`src/rtl/mshr_alloc_ctrl_pkg.sv`:
```
// Shared MSHR allocation types: entry count, entry ID type and holder slot record.
// Latency: n/a (types, constants and a pure helper function only).
// Backpressure: n/a.
package vc_mshr_pkg;

  localparam int ENTRY_NUM      = 32;
  localparam int ENTRY_ID_WIDTH = $clog2(ENTRY_NUM);
  localparam int CNT_WIDTH      = $clog2(ENTRY_NUM + 1);

  typedef logic [ENTRY_ID_WIDTH-1:0] mshr_id_t;

  typedef struct packed {
    logic     v;
    mshr_id_t id;
  } holder_slot_t;

  // Decode an entry ID into a one-hot entry vector.
  function automatic logic [ENTRY_NUM-1:0] id_onehot(input mshr_id_t id);
    logic [ENTRY_NUM-1:0] vec;
    vec     = '0;
    vec[id] = 1'b1;
    return vec;
  endfunction

endpackage

```
`src/rtl/mshr_alloc_ctrl_if.sv`:
```
// Bundle of the pre-allocator, miss-request and release signals around the MSHR allocator.
// Latency: n/a (wiring only).
// Backpressure: pair_rdy gates pair acceptance, req_rdy gates request grants.
interface mshr_alloc_ctrl_if;
  import vc_mshr_pkg::*;

  logic [ENTRY_NUM-1:0] free_vld;
  logic [ENTRY_NUM-1:0] free_rdy;
  logic                 pair_vld;
  logic                 pair_rdy;
  mshr_id_t             pair_idx_1;
  mshr_id_t             pair_idx_2;
  logic                 req_vld;
  logic                 req_two;
  logic                 req_rdy;
  mshr_id_t             req_id_1;
  mshr_id_t             req_id_2;
  logic                 rel_vld;
  mshr_id_t             rel_idx;
  logic [CNT_WIDTH-1:0] busy_cnt;
  logic                 rel_err;

  // Environment side: pre-allocator, miss requester and release source.
  modport master (
    input  free_vld, pair_rdy, req_rdy, req_id_1, req_id_2, busy_cnt, rel_err,
    output free_rdy, pair_vld, pair_idx_1, pair_idx_2, req_vld, req_two, rel_vld, rel_idx
  );

  // Allocator side.
  modport slave (
    output free_vld, pair_rdy, req_rdy, req_id_1, req_id_2, busy_cnt, rel_err,
    input  free_rdy, pair_vld, pair_idx_1, pair_idx_2, req_vld, req_two, rel_vld, rel_idx
  );

endinterface

```
`src/rtl/mshr_alloc_ctrl_holder.sv`:
```
// Two-slot holder for pre-allocated ID pairs; grants one or two IDs per miss request.
// Latency: pair accepted at T is grantable at T+1; grant IDs are combinational on slot state.
// Backpressure: accepts a pair only when both slots are empty; recycles a lone slot for two-ID requests.
module mshr_alloc_holder
  import vc_mshr_pkg::*;
(
  input  logic                 clk,
  input  logic                 rst_n,
  input  logic                 pair_vld_i,
  input  mshr_id_t             pair_idx_1_i,
  input  mshr_id_t             pair_idx_2_i,
  output logic                 pair_rdy_o,
  input  logic                 req_vld_i,
  input  logic                 req_two_i,
  output logic                 req_rdy_o,
  output mshr_id_t             req_id_1_o,
  output mshr_id_t             req_id_2_o,
  output logic                 gnt_vld_o,
  output logic [ENTRY_NUM-1:0] gnt_oh_o,
  output logic [ENTRY_NUM-1:0] rcy_oh_o
);

  holder_slot_t a_q, a_d, b_q, b_d;
  logic         acc;
  logic         rcy;

  // Handshake decisions; all are functions of registered slot state plus inputs.
  always_comb begin
    pair_rdy_o = !a_q.v && !b_q.v;
    req_rdy_o  = req_two_i ? (a_q.v && b_q.v) : (a_q.v || b_q.v);
    gnt_vld_o  = req_vld_i && req_rdy_o;
    // A lone slot can never satisfy a two-ID request; give it back so a fresh pair can land.
    rcy        = req_vld_i && req_two_i && (a_q.v ^ b_q.v);
    acc        = pair_vld_i && pair_rdy_o;
  end

  // Granted IDs and the one-hot vectors that update the parent's bitmaps.
  always_comb begin
    req_id_1_o = '0;
    req_id_2_o = '0;
    gnt_oh_o   = '0;
    rcy_oh_o   = '0;
    if (gnt_vld_o) begin
      if (req_two_i) begin
        req_id_1_o = a_q.id;
        req_id_2_o = b_q.id;
        gnt_oh_o   = id_onehot(a_q.id) | id_onehot(b_q.id);
      end else begin
        req_id_1_o = a_q.v ? a_q.id : b_q.id;
        gnt_oh_o   = id_onehot(req_id_1_o);
      end
    end
    if (rcy) begin
      rcy_oh_o = id_onehot(a_q.v ? a_q.id : b_q.id);
    end
  end

  // Slot next state: load on pair acceptance, drop on grant or recycle.
  always_comb begin
    a_d = a_q;
    b_d = b_q;
    if (acc) begin
      a_d = '{v: 1'b1, id: pair_idx_1_i};
      b_d = '{v: 1'b1, id: pair_idx_2_i};
    end
    if (gnt_vld_o) begin
      if (req_two_i) begin
        a_d.v = 1'b0;
        b_d.v = 1'b0;
      end else if (a_q.v) begin
        a_d.v = 1'b0;
      end else begin
        b_d.v = 1'b0;
      end
    end
    if (rcy) begin
      a_d.v = 1'b0;
      b_d.v = 1'b0;
    end
  end

  // Slot registers.
  always_ff @(posedge clk or negedge rst_n) begin
    if (!rst_n) begin
      a_q <= '0;
      b_q <= '0;
    end else begin
      a_q <= a_d;
      b_q <= b_d;
    end
  end

  a_slot_ids_distinct: assert property (@(posedge clk) disable iff (!rst_n)
    !(a_q.v && b_q.v && (a_q.id == b_q.id)));

endmodule

```
`src/rtl/mshr_alloc_ctrl.sv`:
```
// MSHR entry occupancy owner: busy/reserved bitmaps, free vector, release handling, busy counter.
// Latency: reservations, grants and releases take effect the cycle after they are seen.
// Backpressure: pair_rdy/req_rdy come from the holder; releases are always accepted.
module mshr_alloc_ctrl
  import vc_mshr_pkg::*;
(
  input  logic              clk,
  input  logic              rst_n,
  mshr_alloc_ctrl_if.slave  mshr_if
);

  logic [ENTRY_NUM-1:0] busy_q, busy_d;
  logic [ENTRY_NUM-1:0] resv_q, resv_d;
  logic [CNT_WIDTH-1:0] cnt_q, cnt_d;
  logic                 err_q, err_d;
  logic [CNT_WIDTH-1:0] gnt_num;
  logic                 rel_hit;
  logic                 gnt_vld;
  logic [ENTRY_NUM-1:0] gnt_oh;
  logic [ENTRY_NUM-1:0] rcy_oh;

  mshr_alloc_holder u_holder (
    .clk          (clk),
    .rst_n        (rst_n),
    .pair_vld_i   (mshr_if.pair_vld),
    .pair_idx_1_i (mshr_if.pair_idx_1),
    .pair_idx_2_i (mshr_if.pair_idx_2),
    .pair_rdy_o   (mshr_if.pair_rdy),
    .req_vld_i    (mshr_if.req_vld),
    .req_two_i    (mshr_if.req_two),
    .req_rdy_o    (mshr_if.req_rdy),
    .req_id_1_o   (mshr_if.req_id_1),
    .req_id_2_o   (mshr_if.req_id_2),
    .gnt_vld_o    (gnt_vld),
    .gnt_oh_o     (gnt_oh),
    .rcy_oh_o     (rcy_oh)
  );

  assign mshr_if.free_vld = ~busy_q & ~resv_q;
  assign mshr_if.busy_cnt = cnt_q;
  assign mshr_if.rel_err  = err_q;

  // Bitmap, counter and error next state. Granted IDs are reserved (never busy) and a
  // released ID must be busy, so the grant and release updates never touch the same bit.
  always_comb begin
    rel_hit = mshr_if.rel_vld && busy_q[mshr_if.rel_idx];
    resv_d  = (resv_q | mshr_if.free_rdy) & ~gnt_oh & ~rcy_oh;
    busy_d  = busy_q | gnt_oh;
    if (rel_hit) begin
      busy_d[mshr_if.rel_idx] = 1'b0;
    end
    gnt_num = '0;
    if (gnt_vld) begin
      gnt_num = mshr_if.req_two ? CNT_WIDTH'(2) : CNT_WIDTH'(1);
    end
    cnt_d = cnt_q + gnt_num - CNT_WIDTH'(rel_hit);
    err_d = err_q | (mshr_if.rel_vld && !busy_q[mshr_if.rel_idx]);
  end

  // State registers.
  always_ff @(posedge clk or negedge rst_n) begin
    if (!rst_n) begin
      busy_q <= '0;
      resv_q <= '0;
      cnt_q  <= '0;
      err_q  <= 1'b0;
    end else begin
      busy_q <= busy_d;
      resv_q <= resv_d;
      cnt_q  <= cnt_d;
      err_q  <= err_d;
    end
  end

  a_busy_resv_disjoint: assert property (@(posedge clk) disable iff (!rst_n)
    (busy_q & resv_q) == '0);
  a_cnt_matches_busy: assert property (@(posedge clk) disable iff (!rst_n)
    int'(cnt_q) == $countones(busy_q));
  a_rsv_only_free: assert property (@(posedge clk) disable iff (!rst_n)
    (mshr_if.free_rdy & ~mshr_if.free_vld) == '0);

endmodule

```
`src/flat_wrapper.sv`:
```
// flat-port wrapper written by rule: the top's interface ports become plain ports
module mshr_alloc_ctrl_flat import vc_mshr_pkg::*;
  (clk, rst_n, mshr_if_free_vld, mshr_if_pair_rdy, mshr_if_req_rdy, mshr_if_req_id_1, mshr_if_req_id_2, mshr_if_busy_cnt, mshr_if_rel_err, mshr_if_free_rdy, mshr_if_pair_vld, mshr_if_pair_idx_1, mshr_if_pair_idx_2, mshr_if_req_vld, mshr_if_req_two, mshr_if_rel_vld, mshr_if_rel_idx);
  mshr_alloc_ctrl_if mshr_if_i ();
  input  logic clk;
  input  logic rst_n;
  output wire logic [$bits(mshr_if_i.free_vld)-1:0] mshr_if_free_vld;
  output wire logic [$bits(mshr_if_i.pair_rdy)-1:0] mshr_if_pair_rdy;
  output wire logic [$bits(mshr_if_i.req_rdy)-1:0] mshr_if_req_rdy;
  output wire logic [$bits(mshr_if_i.req_id_1)-1:0] mshr_if_req_id_1;
  output wire logic [$bits(mshr_if_i.req_id_2)-1:0] mshr_if_req_id_2;
  output wire logic [$bits(mshr_if_i.busy_cnt)-1:0] mshr_if_busy_cnt;
  output wire logic [$bits(mshr_if_i.rel_err)-1:0] mshr_if_rel_err;
  input wire logic [$bits(mshr_if_i.free_rdy)-1:0] mshr_if_free_rdy;
  input wire logic [$bits(mshr_if_i.pair_vld)-1:0] mshr_if_pair_vld;
  input wire logic [$bits(mshr_if_i.pair_idx_1)-1:0] mshr_if_pair_idx_1;
  input wire logic [$bits(mshr_if_i.pair_idx_2)-1:0] mshr_if_pair_idx_2;
  input wire logic [$bits(mshr_if_i.req_vld)-1:0] mshr_if_req_vld;
  input wire logic [$bits(mshr_if_i.req_two)-1:0] mshr_if_req_two;
  input wire logic [$bits(mshr_if_i.rel_vld)-1:0] mshr_if_rel_vld;
  input wire logic [$bits(mshr_if_i.rel_idx)-1:0] mshr_if_rel_idx;
  assign mshr_if_free_vld = mshr_if_i.free_vld;
  assign mshr_if_pair_rdy = mshr_if_i.pair_rdy;
  assign mshr_if_req_rdy = mshr_if_i.req_rdy;
  assign mshr_if_req_id_1 = mshr_if_i.req_id_1;
  assign mshr_if_req_id_2 = mshr_if_i.req_id_2;
  assign mshr_if_busy_cnt = mshr_if_i.busy_cnt;
  assign mshr_if_rel_err = mshr_if_i.rel_err;
  assign mshr_if_i.free_rdy = mshr_if_free_rdy;
  assign mshr_if_i.pair_vld = mshr_if_pair_vld;
  assign mshr_if_i.pair_idx_1 = mshr_if_pair_idx_1;
  assign mshr_if_i.pair_idx_2 = mshr_if_pair_idx_2;
  assign mshr_if_i.req_vld = mshr_if_req_vld;
  assign mshr_if_i.req_two = mshr_if_req_two;
  assign mshr_if_i.rel_vld = mshr_if_rel_vld;
  assign mshr_if_i.rel_idx = mshr_if_rel_idx;
  mshr_alloc_ctrl u_core (.clk(clk), .rst_n(rst_n), .mshr_if(mshr_if_i));
endmodule
```
`config.mk`:
```
export PLATFORM = sky130hd
export DESIGN_NAME = mshr_alloc_ctrl_flat
export DESIGN_NICKNAME = d
export VERILOG_FILES = /design/src/rtl/mshr_alloc_ctrl_pkg.sv /design/src/rtl/mshr_alloc_ctrl_if.sv /design/src/rtl/mshr_alloc_ctrl_holder.sv /design/src/rtl/mshr_alloc_ctrl.sv /design/src/flat_wrapper.sv
export SDC_FILE = /design/constraint.sdc
export NUM_CORES = 1
export LEC_CHECK = 0
export CAP_MARGIN = 30
export CORE_ASPECT_RATIO = 0.6
export CORE_MARGIN = 8
export CORE_UTILIZATION = 37
export DETAILED_ROUTE_END_ITERATION = 6
export PLACE_DENSITY = 0.7
export SYNTH_ARGS = -nofsm -noshare
export SYNTH_HDL_FRONTEND = slang
export SYNTH_SLANG_ARGS = --single-unit
```
`constraint.sdc`:
```
create_clock -name clk -period 3 [get_ports clk]
set_input_delay 0.9 -clock clk [delete_from_list [all_inputs] [get_ports clk]]
set_output_delay 0.9 -clock clk [all_outputs]
set_load 0.005 [all_outputs]
```
==> run summary, run 1 <==
The flow ran to the end, but the final reports show violations. The checks that failed: setup timing. After clock tree synthesis, the flow added hold-fix buffers numbering 0. Of the available clock period, the critical path in the final layout requires 107%.

Summed over all nets, the switching power comes to 2.67 mW. 0 antenna diodes ended up in the layout. Summed over all cells, the static leakage comes to 2.76 nW. TritonCTS built the clock tree. The fraction of layout cells with a size suffix above 1 is 19.5%. The total nets after synthesis was 588; the post-synthesis instance area was 4950 sq um. From synthesis to final layout, the design area changed by 41.1%. Total power for the finished layout comes to 6.38 mW. Among all flip-flop cells after synthesis, the most frequent one is dfrtp_1. For this run, the number of Yosys warnings is 0. Max-slew violation count: 0. In the final layout, flip-flops and latches occupy 2080 sq um. The worst clock skew came out at 0.00491 ns.

Fill cells in the final layout number 1152. The finished layout cell area is 6990 sq um, and the internal power is 3.70 mW. The maximum clock path buffer count was 2. The post-detailed-route wirelength per cell is 23.1 microns, and the die outline height is 106 microns. The die covers 17500 sq um.

The routability congestion estimate is 0.959, and the remaining number of nets flagged by the antenna check after routing is 0. The gate count after technology mapping is 525. Once the floorplan was initialized, standard cells occupied 38.2% of the core.

The clock tree synthesis step divided the H-tree into 3 levels. The synthesized netlist devotes 25.3% of its cell area to compound gates. STA classifies the critical path endpoint as a flip-flop.

The HPWL after detailed placement was 14700 microns; the pin count of the biggest net entering global routing was 48. At the worst endpoint, the required time is 3.26 ns. The placed instances occupy a cell area of 6440 sq um.

The register bit total from synthesis works out to 83. Initial antenna violation count: 0. The share of power burned in the clock network was 18.7%. 104 I/O pins were placed. The tools report the part of the total power dissipated in combinational logic as 49.1%. Counting every sink on the clock net gives 83. Each instance of the synthesized netlist takes up on average 9.44 sq um. The total overflow left after global routing is 0. In the routed layout, each cell is associated on average with a via count of 6.04.

After Yosys synthesis, and, or, nand and nor cells account for 17.4% of the synthesized area. The tools report the total length of routed wires as 19400 microns. The run gives 30.0% as the met2 global-route usage. Of the synthesized area, sequential elements account for 41.9%. The final critical path time including I/O delays and setup was 3.20 ns. For this design the ratio of total power to cell area is 912 nW/um^2.

The TritonCTS buffer count was 9. The share of total power consumed by net switching is 41.9%, and the hold slack is 0.482 ns. The mux cell area share after synthesis is 6.77%, and the end-of-flow core utilization is 53.9%. The number of enable-type register cells in the synthesized netlist is 0.

The clock root buffer was clkbuf_16. The wire length of the first global-routing pass was 30100 microns. Clock-pin slew of the registers on the worst-case setup and hold paths: 0.06 ns. The synthesized netlist devotes 2.68% of its cell area to adder and majority cells.

The floorplan has 32 rows. The least setup slack across all paths after layout was -0.203 ns; the number of DRC violations after detailed routing was 0. The count of routing violations after the opening detailed-route iteration was 533.

The peak-usage layer in the global routing report was met1. For the worst setup path, the data arrival time is 3.47 ns. The fraction of post-synthesis cell area in the top cell type by area is 41.9%, and the highest ir drop seen on vdd is 335 uV.

The cell accounting for the most synthesized area is dfrtp_1. The number of cells in the finished layout apart from fillers came out at 841. The worst hold path belongs to the class flip-flop to flip-flop. The netlist uses 53 different library cells.

The area share of xor/xnor cells in the synthesized design was 0.884%; the headroom to the max-slew limit was 60.5%. The run gives 729 as the total number of nets in the final design. The type of the worst setup path was input pin to flip-flop.

For this run, global-route usage on met1 was measured as 33.4%. Launching element type of the critical path: an input pin. The clock reaches the later pin of the worst-skew pair after 0.34 ns.

The first detailed-routing pass took 5 iterations. Ranked by instance count, the synthesized netlist is headed by nor2_1, dfrtp_1, o22ai_1, o32a_1, clkbuf_1. Static timing analysis puts the maximum clock frequency at 312 MHz. By area, the combinational part of the netlist is dominated by compound AO/OA/AOI/OAI gates. During placement, the flow inserted port buffers numbering 103. The run gives 0 as the number of hold-slack violations in the final timing report. The part of the power in registers was 32.1%. For the multi-input logic area, the log shows 2780 sq um. The via count was 5077; the peak fanout along the critical path was 8. Setup repair after global routing could not meet its margin everywhere. The core region is 13000 sq um.

For the global routing usage summed across all routing layers, the log shows 22.3%. The most instantiated library cell after synthesis was nor2_1. In the synthesized netlist the async set-or-reset flop fraction comes to 100%. The floorplan step set the die width to 165 microns. Max-cap violations in this run came to 0. For the pin with the worst max-slew slack, the measured transition is 0.593 ns. In this run, placement finished with an instance count of 814.

Global routing consumed, on the met3 layer, 7.46% of the routing resources. The final number of setup-violating endpoints is 3, and the number of global-route vias before repair is 5088. By area the synthesized netlist is led by dfrtp_1, o22ai_1, nor2_1.
## logic make-up after synthesis
family,count (synthesis)
flip-flops,83
adder cells (fa/ha/maj),10
XOR/XNOR,5
buffers and inverters,53
AND/OR/NAND/NOR,179
AO/OA/AOI/OAI,163
multiplexers,32
## sequential cells by signal, summed over array words and instances (netlist names)
name / flops
u_core.mshr_if.busy_cnt: 6
u_core.resv_q: 32
u_core.u_holder.b_q: 6
u_core.busy_q: 32
u_core.u_holder.a_q: 6
u_core.mshr_if.rel_err: 1
## critical path, cell delays in order
cell and delay [ns]:
buf_12 0.11, buf_6 0.10, mux2i_4 0.24, o32ai_4 0.12, o41ai_2 0.41, and3_4 0.28
nor2b_4 0.05, ha_4 0.25, inv_2 0.04, ha_4 0.15, fa_2 0.34, a21oi_2 0.13
nor2_1 0.06, nor2_1 0.13, xnor2_1 0.13
## cell usage in the layout, fill, tap and decap left out, drive strengths merged, types with 7 or more instances in the layout
master and instances:
nor2 85, a22oi 21, mux2 12, nand2b 15, mux2i 20, inv 16, dfrtp 83, nand2 20
a211oi 11, o32a 30, buf 69, o22ai 52, and2 9, nand3 7, ha 9, a21oi 9
clkbuf 13, clkdlybuf4s50 85, nor2b 11, nand3b 8, nor3 7
## per-layer routing
layer | wire (microns) | part of all wire (%) | vias up
li1 | - | - | 2259
met1 | 9120 | 47 | 2462
met2 | 7680 | 40 | 314
met3 | 2290 | 12 | 42
met4 | 327 | 1.7 | 0
met5 | 0 | 0 | -
## final timing paths
| path | slack [ns] | cells after the start | end | start |
|---|---|---|---|---|
| max | -0.20 | 15 | u_core.mshr_if.busy_cnt[4] | mshr_if_rel_idx[1] |
| min | 0.48 | 1 | u_core.mshr_if.rel_err | u_core.mshr_if.rel_err |
| max reg2reg | 0.12 | 13 | u_core.mshr_if.busy_cnt[4] | u_core.busy_q[26] |
| min reg2reg | 0.48 | 1 | u_core.mshr_if.rel_err | u_core.mshr_if.rel_err |
| max in group asynchronous | 1.84 | 2 | u_core.resv_q[29] | rst_n |
| min in group asynchronous | 0.52 | 1 | u_core.mshr_if.busy_cnt[5] | rst_n |
## power by group through the flow
stage	combinational [mW]	clock, mW	sequential, mW
after global placement	2.79	0	2.04
after global routing	3.39	1.25	2.10
final	3.13	1.19	2.05
after CTS	2.96	1.21	2.02
after floorplan	1.92	0	1.75
after detailed placement	2.89	0	2.04
## final cells by class
class | instances | area share (%)
Clock buffer | 12 | 3.38
Inverter | 16 | 0.859
Multi-Input combinational cell | 389 | 39.8
Timing Repair Buffer | 167 | 22.1
Tap cell | 170 | 3.04
Sequential cell | 83 | 29.7
Clock inverter | 4 | 1.07
## timing repair
action,4_1_cts,5_1_grt
gates resized for setup,48,23
buffers inserted,7,5
pin swaps,15,18
setup endpoints to repair,17,10
## stage by stage
step	setup slack (ns)	setup TNS (ns)
after floorplan	-0.416	-1.39
after global placement	-0.952	-12.56
after detailed placement	-1.07	-13.74
after CTS	-0.267	-0.583
after global routing	-0.285	-0.585
final	-0.203	-0.378
(Power assumes the default switching activity.)
==> run 2: changes to the inputs <==
--- a/config.mk
+++ b/config.mk
@@ -5,12 +5,13 @@
 export SDC_FILE = /design/constraint.sdc
 export NUM_CORES = 1
 export LEC_CHECK = 0
+export ABC_AREA = 1
 export CAP_MARGIN = 30
 export CORE_ASPECT_RATIO = 0.6
 export CORE_MARGIN = 8
 export CORE_UTILIZATION = 37
 export DETAILED_ROUTE_END_ITERATION = 6
-export PLACE_DENSITY = 0.7
+export PLACE_DENSITY = 0.67
 export SYNTH_ARGS = -nofsm -noshare
 export SYNTH_HDL_FRONTEND = slang
 export SYNTH_SLANG_ARGS = --single-unit
==> constraint.sdc (replaced) <==
create_clock -name clk -period 3.8 [get_ports clk]
set_input_delay 1.14 -clock clk [delete_from_list [all_inputs] [get_ports clk]]
set_output_delay 1.14 -clock clk [all_outputs]
set_load 0.005 [all_outputs]
==> run 2 against run 1 <==
Against the previous run:
- wire length rose by 7.7%
- die area increased by 13%
- clock skew is 0.0025 ns higher
- the flow now finishes without violations
- synthesized area up 14%
- design area grew 5.7%
- combinational power is 17% lower
- power is 21% lower
- flip-flop and latch count is the same
- critical path type is now input pin to output pin
==> run summary, run 2 <==
The start point of the critical path was mshr_if_req_vld. For this run, the total global-route usage over all layers was measured as 21.5%. After synthesis, the mean cell area works out to 6.58 sq um.

Count of routing violations after the opening detailed-route iteration: 794. The signal on the critical path passes through clkdlybuf4s50_1 -> inv_1 -> nor2_4 -> inv_4 -> nor2_1 -> clkdlybuf4s50_1. The max-slew violation count is 0, and the post-detailed-route wirelength per cell is 17.5 microns. Counting every sink on the clock net gives 83. The flow ran to the end, and the final reports show no timing, DRC or antenna violations. The min-delay analysis places its worst path in the category flip-flop to flip-flop. The top cell types in the final layout, fill and taps aside, are nand2_1, inv_1, clkdlybuf4s50_1. The worst register-to-register path ends at u_core.mshr_if.busy_cnt[4]. The number of global-route vias before repair is 5994. Headroom to the max-slew limit came out at 45.6%. STA classifies the critical path endpoint as an output pin. Number of hold-slack violations in the final timing report: 0. TritonCTS created 9 clock buffers. The first global-routing pass estimated 33700 microns of wire. The logic depth of the worst setup path including buffers was 6; the initial core utilization was 37.4%. The run gives 28.6% as the met2 global-route usage. Clock tree synthesis selected as its root buffer the cell clkbuf_16.

The most instantiated library cell after synthesis was nand2_1. The tools report the total number of yosys warnings as 0. In this design, the stage delay of the slowest critical-path cell is 0.52 ns.

The tools report the origin of the critical flop-to-flop path as u_core.busy_q[4]. Detailed placement ended at an HPWL of 15700 microns. The fraction of layout cells with a size suffix above 1 came out at 7.68%. The initial antenna violation count came out at 0.

For this run the aggregate overflow at the end of global routing stands at 0. The floorplan has 35 rows. For the deepest level of the CTS H-tree, the log shows 3.

In this run the worst path has a maximum fanout of 11. Routability-driven placement finished with a final weighted congestion of 0.974. The core region area was 15200 sq um; the finished layout cell area was 7390 sq um. For this design the ratio of total power to cell area is 683 nW/um^2. Clock-pin slew was measured on the worst setup and hold paths at 0.06 ns.

The critical path ends at mshr_if_req_id_2[2]. At the end of the flow the core is filled with cells to 48.8%. In this design, the critical path's most frequently occurring cell is clkdlybuf4s50_1. The number of top-level pins is 104. For the finished layout, the period the worst path requires is 3.75 ns. The number of I/O port buffers is 103, and the total die area is 19700 sq um. Global routing consumed, on the met1 layer, 32.7% of the routing resources. Data arrives at the worst endpoint at 2.61 ns. The logs give 321 uV for the highest ir drop seen on vdd and 6 for the number of iterations in the first detailed-routing pass.

In this run the most used layer during global routing was met1. The synthesized design contains 83 register bits. Data on the critical path is required at its endpoint by 2.66 ns. The ratio of routed vias to standard cells works out to 5.22. For this block, the routed nets add up to 20900 microns of wire. At the pin with the least slew margin, the transition time is 0.814 ns. After synthesis, the cell types taking the most area are dfrtp_1, nand2_1, nand3_1.

The number of cells on the worst reg-to-reg path is 17. The die outline height came out at 112 microns. The tools report the instance area at placement as 7080 sq um. The setup path with the least slack is of type input pin to output pin. The via count is 6225. Across all setup checks in the final design, the least slack found is 0.0495 ns.

STA classifies the critical path startpoint as an input pin. dfrtp_1 takes more of the synthesized area than any other cell. Entering global routing, the biggest net connects 58 pins.

Counting distinct cell types in the post-synthesis netlist gives 34. Sequential cells were found to cover 36.7% of the synthesized design area. Between clock sinks in the finished design, the worst skew comes to 0.00737 ns. In the final layout, the registers with the most flip-flops are u_core.busy_q (32), u_core.resv_q (32).

The later-pin clock latency in the skew report is 0.35 ns, and the total nets after synthesis is 924. Global routing consumed, on the met3 layer, 6.83% of the routing resources. The die is 176 microns wide. The prevailing post-synth register cell was dfrtp_1. The run gives 267 MHz as the maximum clock frequency. The run gives 3.53 nW as the total leakage power. Among all stages on the critical path, the largest delay is contributed by clkdlybuf4s50_1.

The number of setup buffers added after CTS is 0. The post-synthesis instance area came out at 5660 sq um. Sorting the synthesized cells by how often they occur yields nand2_1, inv_1, nand3_1, nor2_1, dfrtp_1. The library cell used most frequently in the layout, excluding fill and tap cells, is nand2_1.

Setup violations remaining at the end of the flow were counted as 0. The maximum clock path buffer count was 2; the buffer and inverter count on the worst path was 4. The fraction of post-synthesis cell area in the top cell type by area was 36.7%. The async set-reset flop share out of synthesis was 100%; the max-capacitance violation count was 0. At the end of the flow, the number of nets in the layout was 1047. For flop-to-flop paths, the worst setup slack is 1.18 ns. After detailed routing, the number of remaining DRC violations is 0. The final critical path takes up 98.7% of the cycle. At the placement stage, the worst setup path has a slack of -0.340 ns.

The area growth from synthesis to layout is 30.5%. The tools report the power after layout as 5.05 mW. In this run, synthesis inferred 0 flip-flops with an integrated enable. TritonCTS built the clock tree. The cell count after synthesis came out at 861. The count of nets left with antenna violations once routing finished came out at 0. Broken down by cell family, the worst path's largest delay share belongs to buffers and inverters. The repair_antennas step left the layout with diodes totalling 0.
[run 2: cell count changes after synthesis, moves of 20 or more]
cell | before | now
nand3_1 | 7 | 94
o32a_1 | 30 | 0
a31oi_1 | 2 | 23
o21ai_0 | 6 | 44
o211ai_1 | 0 | 24
a22oi_1 | 21 | 0
mux2i_1 | 20 | 0
inv_1 | 16 | 106
nand2_1 | 20 | 297
o22ai_1 | 51 | 17
[run 2: stage by stage]
stage	instances	setup TNS, ns	hold WS (ns)
floorplan	861	0	0.468
global placement	1176	-2.00	0.482
detailed placement	1176	-2.66	0.468
CTS	1192	0	0.497
global route	1192	-0.00411	0.504
finish	1192	0	0.493
[run 2: routing by layer]
metal	routed length, microns	vias to the layer above
met5	0	-
met4	263	0
met3	2460	25
met2	8040	340
met1	10100	2832
li1	-	3028
[run 2: cell families after synthesis]
kind of cell	share of synthesized area [%]
xor gates and xnor gates	0.773
DFF	36.7
and+or+nand+nor	37.0
buffers and inverters	10.3
adders and majority gates	2.34
AOI/OAI and AO/OA	12.9
[run 2: timing repair]
item | in CTS | in global routing
hold endpoints to repair | 0 | 0
gates resized for setup | 8 | 7
hold buffers | 0 | 0
pin swaps | 0 | 0
endpoints found under the setup margin | 10 | 8
[run 2: layout make-up]
type                       count  area, sq um
inverter                     109          412
clock buffer                  12          246
sequential                    83         2080
multi-input combinational    639         3020
fill                        1604         7760
timing repair buffer         142         1330
clock inverter                 4         50.0
tap                          203          254
[run 2: how the worst min path moves through the flow]
| stage | startpoint | end | slack (ns) | cells past startpoint |
|---|---|---|---|---|
| detailed placement | u_core.mshr_if.rel_err | u_core.mshr_if.rel_err | 0.47 | 1 |
| global route | u_core.mshr_if.rel_err | u_core.mshr_if.rel_err | 0.50 | 1 |
| finish | u_core.mshr_if.rel_err | u_core.mshr_if.rel_err | 0.49 | 1 |
| floorplan | u_core.mshr_if.rel_err | u_core.mshr_if.rel_err | 0.47 | 1 |
| CTS | u_core.mshr_if.rel_err | u_core.mshr_if.rel_err | 0.50 | 1 |
| global placement | u_core.mshr_if.rel_err | u_core.mshr_if.rel_err | 0.48 | 1 |
[run 2: report_power, final]
part           total, mW  switching [mW]  leakage, nW  internal [mW]
logic               2.61            1.70         2.48          0.911
registers           1.54           0.345        0.909           1.20
clock network      0.900           0.373        0.139          0.527
[run 2: worst reg2reg max path, stage by stage, from the launching register on]
cell     delay [ns]
dfrtp_1        0.39
inv_1          0.17
o21ai_0        0.11
nand2_1        0.06
nand2_1        0.04
nand2_1        0.05
nand2_1        0.06
nor2_2         0.13
nand2_4        0.08
nand2_4        0.07
inv_1          0.05
ha_1           0.26
inv_1          0.04
ha_1           0.22
fa_1           0.47
nand3_1        0.11
nand2_1        0.07
xor2_1         0.14
